<file path="src/rtl/mem_arbiter.sv">
// rtl/mem_arbiter.sv - iCache/dCache arbiter for the shared multicycle main memory.
// Optional ARB_ROUND_ROBIN_EN selects round-robin instead of fixed iCache-first priority.
module mem_arbiter #(
    parameter int MAX_OUT = 4,
    parameter int CNT_W   = 3
) (
    input  logic        clk,
    input  logic        rst,
    input  logic        i_busy,
    input  logic        i_read_req,
    input  logic [15:0] i_addr,
    input  logic        d_busy,
    input  logic        d_read_req,
    input  logic        d_wrt_mem,
    input  logic [15:0] d_addr,
    input  logic [15:0] d_wdata,
    input  logic        mem_valid,
    output logic        mem_en,
    output logic        mem_wr,
    output logic [15:0] mem_addr,
    output logic [15:0] mem_wdata,
    output logic        i_ack,
    output logic        d_ack,
    output logic        i_data_vld,
    output logic        d_data_vld,
    output logic        grant_i,
    output logic        grant_d
);

    typedef enum logic [1:0] {
        IDLE  = 2'd0,
        OWN_I = 2'd1,
        OWN_D = 2'd2
    } state_t;

    state_t             r_state;
    state_t             w_next;
    state_t             w_pick;
    logic [CNT_W-1:0]   r_outstanding;
    logic [CNT_W-1:0]   w_out_nxt;
    logic               r_grant_i;
    logic               r_grant_d;
    logic               w_ok_rd;
    logic               w_rd_acc;
    logic               w_dec;
    logic               w_owner_busy;
    logic               w_release;
    logic               w_prefer_i;
    logic               w_mem_en;
    logic               w_mem_wr;
    logic [15:0]        w_mem_addr;
    logic [15:0]        w_mem_wdata;

`ifdef ARB_ROUND_ROBIN_EN
    logic               r_last_d;
    // From IDLE the side that did not own last wins; on release the other side wins.
    assign w_prefer_i = (r_state == IDLE) ? r_last_d : (r_state == OWN_D);
`else
    assign w_prefer_i = 1'b1;
`endif

    assign w_ok_rd = (r_outstanding < CNT_W'(MAX_OUT));

    always_comb begin
        w_mem_en    = 1'b0;
        w_mem_wr    = 1'b0;
        w_mem_addr  = 16'h0000;
        w_mem_wdata = 16'h0000;
        case (r_state)
            OWN_I: begin
                w_mem_en   = i_read_req & w_ok_rd;
                w_mem_addr = i_addr;
            end
            OWN_D: begin
                // Writes bypass the read-credit limit; they return no data.
                w_mem_en    = d_wrt_mem | (d_read_req & w_ok_rd);
                w_mem_wr    = d_wrt_mem;
                w_mem_addr  = d_addr;
                w_mem_wdata = d_wdata;
            end
            default: ;
        endcase
    end

    assign w_rd_acc = w_mem_en & ~w_mem_wr;
    assign w_dec    = mem_valid & (r_outstanding != '0);

    always_comb begin
        w_out_nxt = r_outstanding;
        if (w_rd_acc && !w_dec)
            w_out_nxt = r_outstanding + 1'b1;
        else if (!w_rd_acc && w_dec)
            w_out_nxt = r_outstanding - 1'b1;
    end

    always_comb begin
        w_owner_busy = 1'b0;
        if (r_state == OWN_I)
            w_owner_busy = i_busy;
        else if (r_state == OWN_D)
            w_owner_busy = d_busy;
    end

    assign w_release = (r_state != IDLE) && !w_owner_busy && (w_out_nxt == '0);

    always_comb begin
        w_pick = IDLE;
        if (i_busy && (w_prefer_i || !d_busy))
            w_pick = OWN_I;
        else if (d_busy)
            w_pick = OWN_D;
    end

    always_comb begin
        w_next = r_state;
        if (r_state == IDLE || w_release)
            w_next = w_pick;
    end

    always_ff @(posedge clk) begin
        if (rst) begin
            r_state       <= IDLE;
            r_outstanding <= '0;
            r_grant_i     <= 1'b0;
            r_grant_d     <= 1'b0;
`ifdef ARB_ROUND_ROBIN_EN
            r_last_d      <= 1'b1;
`endif
        end else begin
            r_state       <= w_next;
            r_outstanding <= w_out_nxt;
            r_grant_i     <= (w_next == OWN_I);
            r_grant_d     <= (w_next == OWN_D);
`ifdef ARB_ROUND_ROBIN_EN
            if (w_next == OWN_I)
                r_last_d <= 1'b0;
            else if (w_next == OWN_D)
                r_last_d <= 1'b1;
`endif
        end
    end

    assign mem_en     = w_mem_en;
    assign mem_wr     = w_mem_wr;
    assign mem_addr   = w_mem_addr;
    assign mem_wdata  = w_mem_wdata;
    assign i_ack      = w_mem_en & r_grant_i;
    assign d_ack      = w_mem_en & r_grant_d;
    assign i_data_vld = mem_valid & r_grant_i;
    assign d_data_vld = mem_valid & r_grant_d;
    assign grant_i    = r_grant_i;
    assign grant_d    = r_grant_d;

endmodule

</file>
<file path="config.mk">
export PLATFORM = sky130hd
export DESIGN_NAME = mem_arbiter
export DESIGN_NICKNAME = d
export VERILOG_FILES = /design/src/rtl/mem_arbiter.sv
export SDC_FILE = /design/constraint.sdc
export NUM_CORES = 1
export LEC_CHECK = 0
export CORE_MARGIN = 5
export CORE_UTILIZATION = 55
export CTS_CLUSTER_DIAMETER = 30
export DETAILED_ROUTE_END_ITERATION = 10
export DONT_BUFFER_PORTS = 1
export PLACE_DENSITY = 0.8
export SLEW_MARGIN = 20
export SYNTH_ARGS = -nofsm -noshare
export SYNTH_HDL_FRONTEND = slang
export SYNTH_SLANG_ARGS = --single-unit
</file>
<file path="constraint.sdc">
create_clock -name clk -period 1.9 [get_ports clk]
set_input_delay 0.285 -clock clk [delete_from_list [all_inputs] [get_ports clk]]
set_output_delay 0.285 -clock clk [all_outputs]
set_load 0.1 [all_outputs]
</file>
==> metrics.yaml, run 1 <==
floorplan:
  die_w_um: 50.9
  start_util: 0.598
  pin_count: 96
  row_count: 14
  die_h_um: 50.9
yosys:
  synth-main-ff-cell: "dfxtp_1"
  ys.warnings.count: 0
  ys_ff_latch: 7
  syn_area_um2: 922
  synth_area_per_cell_um2: 7.88
  synthCells: 117
  ys_seq_area_frac: 0.152
  synth_common_cells: "21 x and2_1, 18 x nor2b_1, 16 x a22oi_1"
  yosysMostFrequentCell: "and2_1"
  synthTopCellsByArea: "dfxtp_1 15%, and2_1 14%, a22oi_1 13%"
  async_reset_ff_frac: 0
  yosysTopAreaCell: "dfxtp_1"
  synth-edff-count: 0
  synth_top_area_share: 0.152
  synth_fp_nets: 179
  ys_types: 28
placed_design:
  place_congestion: 0.840
  io_buffer_count: 0
run_status:
  failing_step: "detailed placement"
  firstError: "[ERROR DPL-0038] Utilization greater than 100%, impossible to legalize"
  outcome: "aborted with a tool error"
==> kinds of logic after synthesis <==
kind of cell / synth area share
AND/OR/NAND/NOR: 0.362
adder cells (fa/ha/maj): 0.103
XOR/XNOR: 0.0190
flip-flops: 0.152
buffers and inverters: 0.0624
AO/OA/AOI/OAI: 0.236
multiplexers: 0.0651
==> per-stage QoR <==
stage / TNS (ps) / instance area (um^2) / std cells
global placement: 0 / 1800 / 169
floorplan: -2670 / 1070 / 117
==> run 2, diff against run 1 <==
Settings changed: CORE_AREA set to 5 5 66 68, CORE_MARGIN 5 to unset, CORE_UTILIZATION 55 to unset, CTS_CLUSTER_DIAMETER 30 to unset, DIE_AREA set to 0 0 71 73, PLACE_DENSITY 0.8 to unset, PLACE_DENSITY_LB_ADDON set to 0.15.
Clock period 1.9 ns to 2.5 ns, I/O delays scaled along.
==> run 2 against run 1 <==
  * The run now ends clean
  * Synthesized cell count unchanged
  * Area after synthesis did not move
==> metrics.yaml, run 2 <==
run_status:
  outcome: "finished clean"
placed_design:
  place_area_um2: 1750
  io_buffer_count: 0  # unchanged
  place_congestion: 0.720  # -14%
  dpl.hpwl_mm: 2.97
cells_and_area:
  final_common_cell: "buf_12"
  n_fill_cell: 366
  layout_common_cells: "34 x buf_12, 18 x and2_1, 16 x a22oi_1, 16 x nor2b_2, 10 x buf_4"
  diodes: 0
  largest-register: "r_outstanding"
  top_regs: "r_outstanding (3), r_state (2)"
  synthToLayoutAreaGrowth_pct: 95.0
  largest_reg_flops: 3
  final_cell_area_um2: 1800
  layout.nets: 221
  drive_gt1_frac: 0.456
cts:
  cts_setup_buffers: 0
  clkTransAtPathRegs_ps: 40
  post_cts_resized: 0
  clock-sinks: 7
  cts_buffers: 3
  htree_levels: 1
  cts_tree: "yes"
  cts-root-buf: "clkbuf_8"
  clkLatencyLatePin_ps: 220
  cts_hold_buf: 0
  cts_max_path_buffers: 2
setup_path:
  worstPathMaxFanout: 5
  path_cells: "inv_1 > ha_1 > a22o_4 > a21oi_1 > nand2b_1 > clkinvlp_4 > and2_2 > buf_12"
  crit_cells: 8
  critical_path_buf_inv_count: 3
  cp-end-kind: "output port"
  critPathSlowestCell: "dfxtp_1"
  reg2reg_from: "r_outstanding[0]"
  crit_start: "r_state[0]"
  setup.worst_path.class: "reg -> out"
  r2r_cells: 8
  cpPeakStageDelay_ps: 360
  crit_arrival_ps: 2000
  critPathTopFamily: "compound AO/OA/AOI/OAI gates"
  startpoint_type: "register"
  worst-endpoint-required_ps: 2120
route:
  drc: 0
  drt-total-wl_mm: 3.28
  wire_per_inst_um: 15.8
  viasPerCell: 4.88
  vias: 1016
  first_iter_violations: 19
  ant_nets: 0
  drtPass1Iterations: 5
power:
  power_density_nw_per_um2: 837
  finalPower_w: 0.00150
  p_leak_nw: 0.679
  peakVddDrop_mv: 0.287
floorplan:
  die_w_um: 71  # +39%
  row_count: 23  # +9
  die_h_um: 73  # +43%
  die_area_um2: 5180
  start_util: 0.243  # -0.355
  pin_count: 96  # unchanged
  core_region_area_um2: 3800
yosys:
  synthTopCellsByArea: "dfxtp_1 15%, and2_1 14%, a22oi_1 13%"
  yosysMostFrequentCell: "and2_1"
  synth_top_area_share: 0.152  # unchanged
  synth_area_per_cell_um2: 7.88  # unchanged
  synth_fp_nets: 179  # unchanged
  synth-edff-count: 0  # unchanged
  ys.warnings.count: 0  # unchanged
  ys_seq_area_frac: 0.152  # unchanged
  synthCells: 117  # unchanged
  ys_types: 28  # unchanged
  syn_area_um2: 922  # unchanged
  async_reset_ff_frac: 0  # unchanged
  synth_common_cells: "21 x and2_1, 18 x nor2b_1, 16 x a22oi_1"
  ys_ff_latch: 7  # unchanged
  yosysTopAreaCell: "dfxtp_1"
  synth-main-ff-cell: "dfxtp_1"
sta:
  worstMarginPinSlew_ps: 332
  rsz0062_at_grt: "false"
  period_share: 0.952
  hold_viol_final: 0
  slew_headroom: 0.778
  slew_violations: 0
  period_minus_slack_ps: 2380
  max_freq_mhz: 420
  setup_violations: 0
  skew_ps: 0.365
global_route:
  antenna_found_initial: 0
  grt_max_degree: 23
  grt_usage: 0.123
  grt_pass1_vias: 1084
  use_met1: 0.134
  grt_overflow: 0
  grt_use_met2: 0.220
  grt_pass1_wl_mm: 5.16
  grt-busiest-layer: "met2"
  grt_util_met3: 0.0510
min_path:
  hold_path_depth: 1
  min_path_type: "in -> reg"
  hold_start: "rst"
flow_run:
  maxCapViolations: 0
run 2: cell counts after synthesis:
No cell type changed its count.
run 2: path summary, 6_finish.rpt:
kind	end	slack, ps
max	i_ack	120
min	r_outstanding[0]	220
max reg2reg	r_state[1]	440
min reg2reg	r_state[1]	510
run 2: through the flow:
stage                     TNS, ps  hold slack [ps]  std cells   util  setup WS, ps
after global placement          0              450        204  0.461           436
after detailed placement        0              451        204  0.461           368
after CTS                       0              212        208  0.473           116
after global routing            0              213        208  0.473          15.6
after floorplan              -661              447        117      -          -330
final                           0              216        208  0.473           120
run 2: logic make-up (layout without fill, tap and decap cells):
family / count (synthesis) / count (layout) / synth area share
compound gates: 26 / 26 / 0.236
xor+xnor: 2 / 2 / 0.0190
fa+ha+maj: 8 / 8 / 0.103
buf+inv: 13 / 54 / 0.0624
flops: 7 / 7 / 0.152
mux: 6 / 6 / 0.0651
simple gates: 55 / 55 / 0.362
run 2: cell type report:
class,count,area [um^2],share of cell area
well taps,50,62.6,0.0348
repair buffers,44,756,0.420
clock buffers,4,45.0,0.0251
multi-input cells,97,768,0.427
flip-flops and latches,7,140,0.0779
inverters,6,26.3,0.0146
run 2: power breakdown:
part / leakage, nW / switching, W / total (W) / internal, W
Clock: 0.0228 / 0.0000482 / 0.000158 / 0.000110
Sequential: 0.0577 / 0.0000284 / 0.000174 / 0.000146
Combinational: 0.599 / 0.000726 / 0.00117 / 0.000446
run 2: per-layer routing:
layer / vias to the layer above / routed length (um)
li1: 492 / -
met4: 0 / 29
met1: 447 / 1160
met3: 4 / 401
met5: - / 0
met2: 73 / 1690
(Power assumes the default switching activity.)
==> run 3, diff against run 2 <==
Settings changed: CAP_MARGIN set to 20.
==> results of run 3 <==
Final layout, timing and power as in run 2 (identical DEF).
